--- src/rtl/audio_out_fifo.sv ---
// rtl/audio_out_fifo.sv - stereo sample output buffer between moving-average filter and codec
//
// Ports:
//   clk, reset_n                      clock; synchronous active-low reset
//   in_write, in_left, in_right       push strobe and stereo pair from the filter
//   codec_write_ready                 codec output FIFO can accept a pair
//   codec_write                       one-cycle write pulse to the codec
//   codec_writedata_left/right        registered stereo pair, valid with codec_write
//   full, empty, count                occupancy, derived from the stored-pair count
//   overflow_cnt, underflow_cnt       saturating debug counters (dropped pushes, starved drains)
module audio_out_fifo #(
    parameter  int DATA_W = 24,
    parameter  int DEPTH  = 16,
    localparam int ADDR_W = $clog2(DEPTH)
) (
    input  logic              clk,
    input  logic              reset_n,
    input  logic              in_write,
    input  logic [DATA_W-1:0] in_left,
    input  logic [DATA_W-1:0] in_right,
    input  logic              codec_write_ready,
    output logic              codec_write,
    output logic [DATA_W-1:0] codec_writedata_left,
    output logic [DATA_W-1:0] codec_writedata_right,
    output logic              full,
    output logic              empty,
    output logic [ADDR_W:0]   count,
    output logic [15:0]       overflow_cnt,
    output logic [15:0]       underflow_cnt
);

    localparam logic [ADDR_W:0] FULL_COUNT = (ADDR_W + 1)'(DEPTH);

    // Left sample in the upper half, right in the lower half, so a pair is never split.
    logic [2*DATA_W-1:0] mem [DEPTH];
    logic [ADDR_W-1:0]   rd_ptr;
    logic [ADDR_W-1:0]   wr_ptr;
    logic [ADDR_W:0]     count_r;

    logic pop;
    logic push;
    logic overflow;
    logic underflow;

    // Occupancy comes from the count, never from pointer comparison, so it is
    // unambiguous at full (pointers equal) and tracks the post-edge count.
    assign count = count_r;
    assign full  = (count_r == FULL_COUNT);
    assign empty = (count_r == '0);

    // The ~codec_write term leaves a gap cycle after every write, which covers the
    // codec deasserting ready one cycle late.
    assign pop       = codec_write_ready & ~empty & ~codec_write;
    // A pop in the same cycle frees a slot, so a push at full is still accepted.
    assign push      = in_write & (~full | pop);
    assign overflow  = in_write & full & ~pop;
    assign underflow = codec_write_ready & empty & ~codec_write;

    always_ff @(posedge clk) begin
        if (reset_n && push) begin
            mem[wr_ptr] <= {in_left, in_right};
        end
    end

    always_ff @(posedge clk) begin
        if (!reset_n) begin
            rd_ptr                <= '0;
            wr_ptr                <= '0;
            count_r               <= '0;
            codec_write           <= 1'b0;
            codec_writedata_left  <= '0;
            codec_writedata_right <= '0;
            overflow_cnt          <= '0;
            underflow_cnt         <= '0;
        end else begin
            codec_write <= pop;

            if (pop) begin
                // On a simultaneous push at full wr_ptr == rd_ptr; this reads the
                // old entry before the write lands.
                {codec_writedata_left, codec_writedata_right} <= mem[rd_ptr];
                rd_ptr <= rd_ptr + ADDR_W'(1);
            end

            if (push) begin
                wr_ptr <= wr_ptr + ADDR_W'(1);
            end

            if (push && !pop) begin
                count_r <= count_r + (ADDR_W + 1)'(1);
            end else if (pop && !push) begin
                count_r <= count_r - (ADDR_W + 1)'(1);
            end

            if (overflow && (overflow_cnt != 16'hFFFF)) begin
                overflow_cnt <= overflow_cnt + 16'd1;
            end

            if (underflow && (underflow_cnt != 16'hFFFF)) begin
                underflow_cnt <= underflow_cnt + 16'd1;
            end
        end
    end

endmodule

--- config.mk ---
export PLATFORM = sky130hd
export DESIGN_NAME = audio_out_fifo
export DESIGN_NICKNAME = d
export VERILOG_FILES = /design/src/rtl/audio_out_fifo.sv
export SDC_FILE = /design/constraint.sdc
export NUM_CORES = 1
export LEC_CHECK = 0
export ABC_AREA = 0
export CAP_MARGIN = 20
export CORE_MARGIN = 1.5
export CORE_UTILIZATION = 54
export DETAILED_ROUTE_END_ITERATION = 12
export PLACE_DENSITY = 0.75
export SYNTH_ARGS = -nofsm -noshare
export SYNTH_HDL_FRONTEND = slang
export SYNTH_SLANG_ARGS = --single-unit
--- constraint.sdc ---
create_clock -name clk -period 4.1 [get_ports clk]
set_clock_uncertainty 0.05 [all_clocks]
set_input_delay 0.41 -clock clk [delete_from_list [all_inputs] [get_ports clk]]
set_output_delay 0.41 -clock clk [all_outputs]
set_load 0.005 [all_outputs]
# ---- After elaboration in Yosys (flattened, before gate mapping)
# Memories as Yosys holds them, arrays and structs flattened. A register that Yosys moved wholly into a read port is not among the register bits.
# Cells that the tools add are included.
# Widths: inputs -> output; s select.
dict set report totals {
  regBits 46
  latchBits 0
  mem_bits_rw 768
  mem_bits_ro 0
  input_bits 52
  out_inout_bits 88
  elab_cells 42
  mem_count 1
}
dict set report classes {
  addsub 6
  mul 0
  div 0
  order_cmp 0
  n_eq_ne 3
  shifts 0
  mux 4
  bitwise_logic 12
  reduce_logical 10
}
# name words width rd rd_clocked_by_memory_dff wr line_no
set mem_list {}
lappend mem_list {mem 16 48 1 1 1 35} ;# logic [2*DATA_W-1:0] mem [DEPTH];
# operator count
set ops {}
lappend ops {{$add 16x1->16 const B} 2}
lappend ops {{$ne 16x16->1 const B} 2}
lappend ops {{$mux 5} 2}
lappend ops {{$add 4x1->4 const B} 2}
lappend ops {{$and 1x1->1} 7}
lappend ops {{$add 5x1->5 const B} 1}
lappend ops {{$eq 5x5->1 const B} 1}
lappend ops {{$logic_and 1x1->1} 5}
lappend ops {{$logic_not 5->1} 1}
lappend ops {{$sub 5x1->5 const B} 1}
lappend ops {{$not 1->1} 4}
lappend ops {{$logic_not 1->1} 3}
lappend ops {{$mux 1} 2}
lappend ops {{$reduce_bool 2->1} 1}
lappend ops {{$or 1x1->1} 1}

# ---- Logic depth before layout (Yosys ltp)
dict set report logic_depth {
  ltp_word 10
  depth_mapped 12
  mapped_depth_nobuf 11
}

# ---- Worst setup path after synthesis
# Ideal clock, no wire load.
dict set report synth_path {
  kind {reg2reg}
  startpoint {register count_r[0], in the netlist count[0]}
  endpoint {memory mem[7][0] (netlist name) (enable)}
  setup_time_ps 454
  arrival_ps 3342
  required_time_ps 3596
  setup_slack_ps 255
  stages_incl_launch_ff 7
  n_path_buf 2
  period_less_slack_ps 3845
  path_cell_list {dfxtp_1 or4_1 buf_2 o31a_1 clkbuf_1 nand2_1 nor2_1}
}
dict set report synth_via {
  elab_chain_len 9
  elab_cells_between_ends 11
  cone_classes {1 x eq/ne; 2 x mux; 6 x bitwise; 2 x reduce/logical}
}
# item line_no
set synth_lines {}
lappend synth_lines {{start, declared} 38} ;# logic [ADDR_W:0] count_r;
lappend synth_lines {{start signal, assigned} 90} ;# count_r <= count_r + (ADDR_W + 1)'(1);
lappend synth_lines {{start signal, assigned} 92} ;# count_r <= count_r - (ADDR_W + 1)'(1);
lappend synth_lines {{$logic_not 5->1} 49} ;# assign empty = (count_r == '0);
lappend synth_lines {{$not 1->1} 53} ;# assign pop = codec_write_ready & ~empty & ~codec_write;
lappend synth_lines {{$and 1x1->1 (2 in a row)} 53}
lappend synth_lines {{$or 1x1->1 (*)} 55} ;# assign push = in_write & (~full | pop);
lappend synth_lines {{$and 1x1->1 (*)} 55}
lappend synth_lines {{$logic_and 1x1->1 (*)} 60} ;# if (reset_n && push) begin
lappend synth_lines {{$mux 1 (*)} 60}
lappend synth_lines {{$mux 1 (not written as such) (*)} 61} ;# mem[wr_ptr] <= {in_left, in_right};
lappend synth_lines {{end, declared} 35}
# Every way passes the cells marked *; elsewhere a longest branch is shown, timed or not.

# ---- Worst setup path after layout
dict set report layout_path {
  startpoint {register count_r[0], in the netlist count[0]}
  endpoint {register count_r[4], in the netlist count[4]}
}
dict set report layout_via {
  elab_chain_len 9
  elab_cells_between_ends 17
  cone_classes {2 x add/sub; 1 x eq/ne; 2 x mux; 6 x bitwise; 6 x reduce/logical}
}
# item line_no
set layout_lines {}
lappend layout_lines {{$logic_not 5->1} 49}
lappend layout_lines {{$not 1->1} 53}
lappend layout_lines {{$and 1x1->1 (2 in a row)} 53}
lappend layout_lines {{$or 1x1->1} 55}
lappend layout_lines {{$and 1x1->1} 55}
lappend layout_lines {{$logic_not 1->1} 91} ;# end else if (pop && !push) begin
lappend layout_lines {{$logic_and 1x1->1} 91}
lappend layout_lines {{$reduce_bool 2->1 (no line)} --}
# Several ways; a longest one is shown, not always the timed one. The select of a mux whose other input is x is not followed.
# A chain may end at the register's enable or synchronous reset.

==> results by group <==
Floorplanning
  – Die Area: 61910 um2
  – Core area: 59350 um2
  – Die Wd: 248.8 um
  – Num rows: 89
  – I/O pins: 140
  – Initial Utilization: 0.5498
  – Chip Height: 248.8 um

Synthesis
  – Sequential fraction of the synthesis area: 0.7644
  – Unique cell type count in the Yosys netlist: 43
  – Synthesized Nets: 1628
  – Syn Area/Cell: 20.86 um2
  – Mapped Area: 32630 um2
  – Async SR Flop Fraction: 0
  – Top_reg_cell synth: edfxtp_1
  – Post-synth top area cell: edfxtp_1
  – Mapped Cells: 1564
  – FF+latch count, synth: 862
  – Number of synthesis warnings: 0
  – Area contributors post-synth: edfxtp_1 71%, mux4_2 13%, dfxtp_1 5.8%, mux2i_1 3.1%, o221ai_1 1.3%
  – Synth top area share: 0.7067
  – Post-synth EDFFs: 768

STA
  – RSZ-0062 raised after global routing: false
  – Final min period: 3.314 ns
  – Finish-stage setup viols: 0
  – Hold WS: 0.4142 ns
  – Rel. slew slack: 0.2940
  – Post-route setup TNS: 0 ns
  – Slew @ Worst Pin: 1.049 ns
  – Final hold violations: 0
  – Period utilisation layout: 0.8083
  – Peak Freq: 301.7 MHz
  – Final slew viol count: 0

Power and ir drop
  – Static leakage: 11.73 nW
  – Clock Power Share: 0.373
  – Sw frac: 0.2351
  – Seq pwr share: 0.490
  – Gate power share: 0.137
  – Worst VDD drop: 0.3725 mV
  – P_int: 15.89 mW
  – Sw power: 4.884 mW
  – PD cells: 544.0 nW/um2

Critical path
  – Setup Crit Path Kind: flop to flop
  – RR Endpoint: count[4]
  – Worst Path Buf+Inv: 1
  – CP peak stage delay: 0.69 ns
  – CP endpoint kind: flop
  – Max FO, Critical Path: 9
  – CP delay by family, top: simple AND/OR/NAND/NOR gates
  – Worst reg2reg path depth: 10
  – Worst EP arrival: 3.82 ns
  – R2R setup slack: 0.79 ns
  – CP required: 4.61 ns
  – Cells along the critical path: or4_1, o31a_1, ha_1, inv_1, ha_1, a21o_1, a21oi_1, xnor2_1, or3_1, a21oi_1
  – Max stage delay cell, worst path: or4_1
  – Crit path from: count[0]
  – Crit start category: flop
  – R2r startpoint: count[0]

Placement
  – Number of port buffers: 139
  – Global placer's final weighted congestion: 0.8029
  – HPWL Detailed: 36.35 mm

Route
  – WL final: 68.02 mm
  – Via/cell ratio: 6.122
  – Routed WL per cell: 26.18 um
  – Routed Antenna Nets: 0
  – Via count: 15910
  – # DRC: 0
  – 1st-iter DRT viols: 1509
  – TritonRoute pass-1 iters: 7

Min path
  – Hold path startpoint: codec_writedata_left[12]
  – Worst Hold Endpoint: codec_writedata_left[12]
  – Hold Path Class: flop to flop
  – WHS Path Cells: 2

Global route
  – Grt ovf: 0
  – Antenna violations before repair: 4
  – Vias in the first global route: 16770
  – All-Layer GR Usage: 0.2265
  – Largest net degree at the start of global routing: 60
  – First-pass GRT wire length: 104.7 mm

Clock tree
  – Cts hold-fix bufs: 0
  – CTS Buf Count: 83
  – CTS H-tree depth: 3
  – Max clock buf depth: 3
  – Reg clk slew, reported paths: 0.06 ns
  – Post-cts resize count: 0
  – CTS tree: done
  – Root buf cell: clkbuf_16
  – # clock sinks: 862
  – Worst-skew pair later-pin latency: 0.63 ns
  – Setup repair bufs after CTS: 0

Final layout
  – Most common cell after layout, fill and taps aside: edfxtp_1
  – Most frequent cells in the layout: 768 x edfxtp_1, 192 x mux4_2, 139 x clkdlybuf4s50_1
  – Fillers: 3828
  – Layout area overhead: 17.04%
  – Final #Nets: 1816
  – Layout cell share with drive strength beyond 1: 0.2128

Status
  – Status: finished clean

Run
  – Max-Cap Viols: 0
Yosys cell counts, types with 8 or more instances:
master,number
nand2_1,69
buf_1,15
a21oi_1,12
o221ai_1,48
nor3_1,8
buf_2,15
edfxtp_1,768
nand3_1,15
nand4_1,11
ha_1,11
nor2_1,59
xnor2_1,23
clkbuf_1,50
mux2i_1,100
dfxtp_1,94
mux4_2,192
xor2_1,9
state kept, by name (all words and copies together) (netlist names):
register,flops
codec_writedata_left,24
codec_write,1
rd_ptr,4
wr_ptr,4
count,5
codec_writedata_right,24
underflow_cnt,16
mem,768
overflow_cnt,16
cell type report:
cell class	count	area (um2)	area share
antenna	2	5.005	0.0001310
clock buffer	110	2291	0.05999
clock inverter	46	509.2	0.01333
inverter	7	26.28	0.0006880
multi-input combinational	614	7470	0.1956
sequential	862	24960	0.6534
tap	773	967.2	0.02533
timing repair buffer	184	1967	0.05150
power groups by stage:
stage / clock network (mW) / logic (mW) / registers [mW]
2_1_floorplan: 0 / 1.88 / 10.2
3_3_place_gp: 0 / 2.82 / 10.3
3_5_place_dp: 0 / 2.87 / 10.3
4_1_cts: 7.89 / 2.89 / 10.2
5_1_grt: 8.24 / 3.08 / 10.2
6_report: 7.75 / 2.85 / 10.2
layer usage:
| metal | share of wire | global-route usage | vias to the layer above |
|---|---|---|---|
| li1 | - | - | 6833 |
| met1 | 0.40 | 0.3077 | 8292 |
| met2 | 0.50 | 0.3721 | 671 |
| met3 | 0.076 | 0.04368 | 105 |
| met4 | 0.022 | 0.07625 | 4 |
| met5 | 0.00034 | 0 | - |
worst reg2reg max path: stages, from the launching register on:
cell and delay (ns):
dfxtp_1 0.39, or4_1 0.69, o31a_1 0.48, ha_1 0.29, inv_1 0.16, ha_1 0.30, a21o_1 0.20, a21oi_1 0.17
xnor2_1 0.09, or3_1 0.30, a21oi_1 0.14
stage by stage:
stage | setup slack [ns] | total power [mW] | utilization | instances | cell area (um2)
finish | 0.7860 | 20.77 | 0.6434 | 2598 | 38190
global placement | 0.6293 | 13.16 | 0.5961 | 2439 | 35380
CTS | 0.7886 | 20.95 | 0.6432 | 2595 | 38180
detailed placement | 0.6308 | 13.22 | 0.5961 | 2439 | 35380
floorplan | 0.2545 | 12.05 | - | 1564 | 32630
global route | 0.6000 | 21.52 | 0.6434 | 2598 | 38190
how the worst max path moves through the flow:
| stage | endpoint | slack [ns] | cells past startpoint |
|---|---|---|---|
| CTS | count[4] | 0.79 | 10 |
| floorplan | mem[7][0] | 0.25 | 6 |
| global placement | count[4] | 0.63 | 11 |
| global route | count[4] | 0.60 | 10 |
| finish | count[4] | 0.79 | 10 |
| detailed placement | count[4] | 0.63 | 11 |
cells by family (layout without fill, tap and decap cells):
| family | after synthesis | after routing | synth area share |
|---|---|---|---|
| AOI/OAI and AO/OA | 74 | 74 | 0.01756 |
| DFF | 862 | 862 | 0.7644 |
| buffers and inverters | 88 | 347 | 0.01093 |
| and+or+nand+nor | 204 | 204 | 0.03048 |
| other | 0 | 2 | 0 |
| muxes | 292 | 292 | 0.1632 |
| xor gates and xnor gates | 32 | 32 | 0.008589 |
| adders and majority gates | 12 | 12 | 0.004831 |
(Power assumes the default switching activity.)
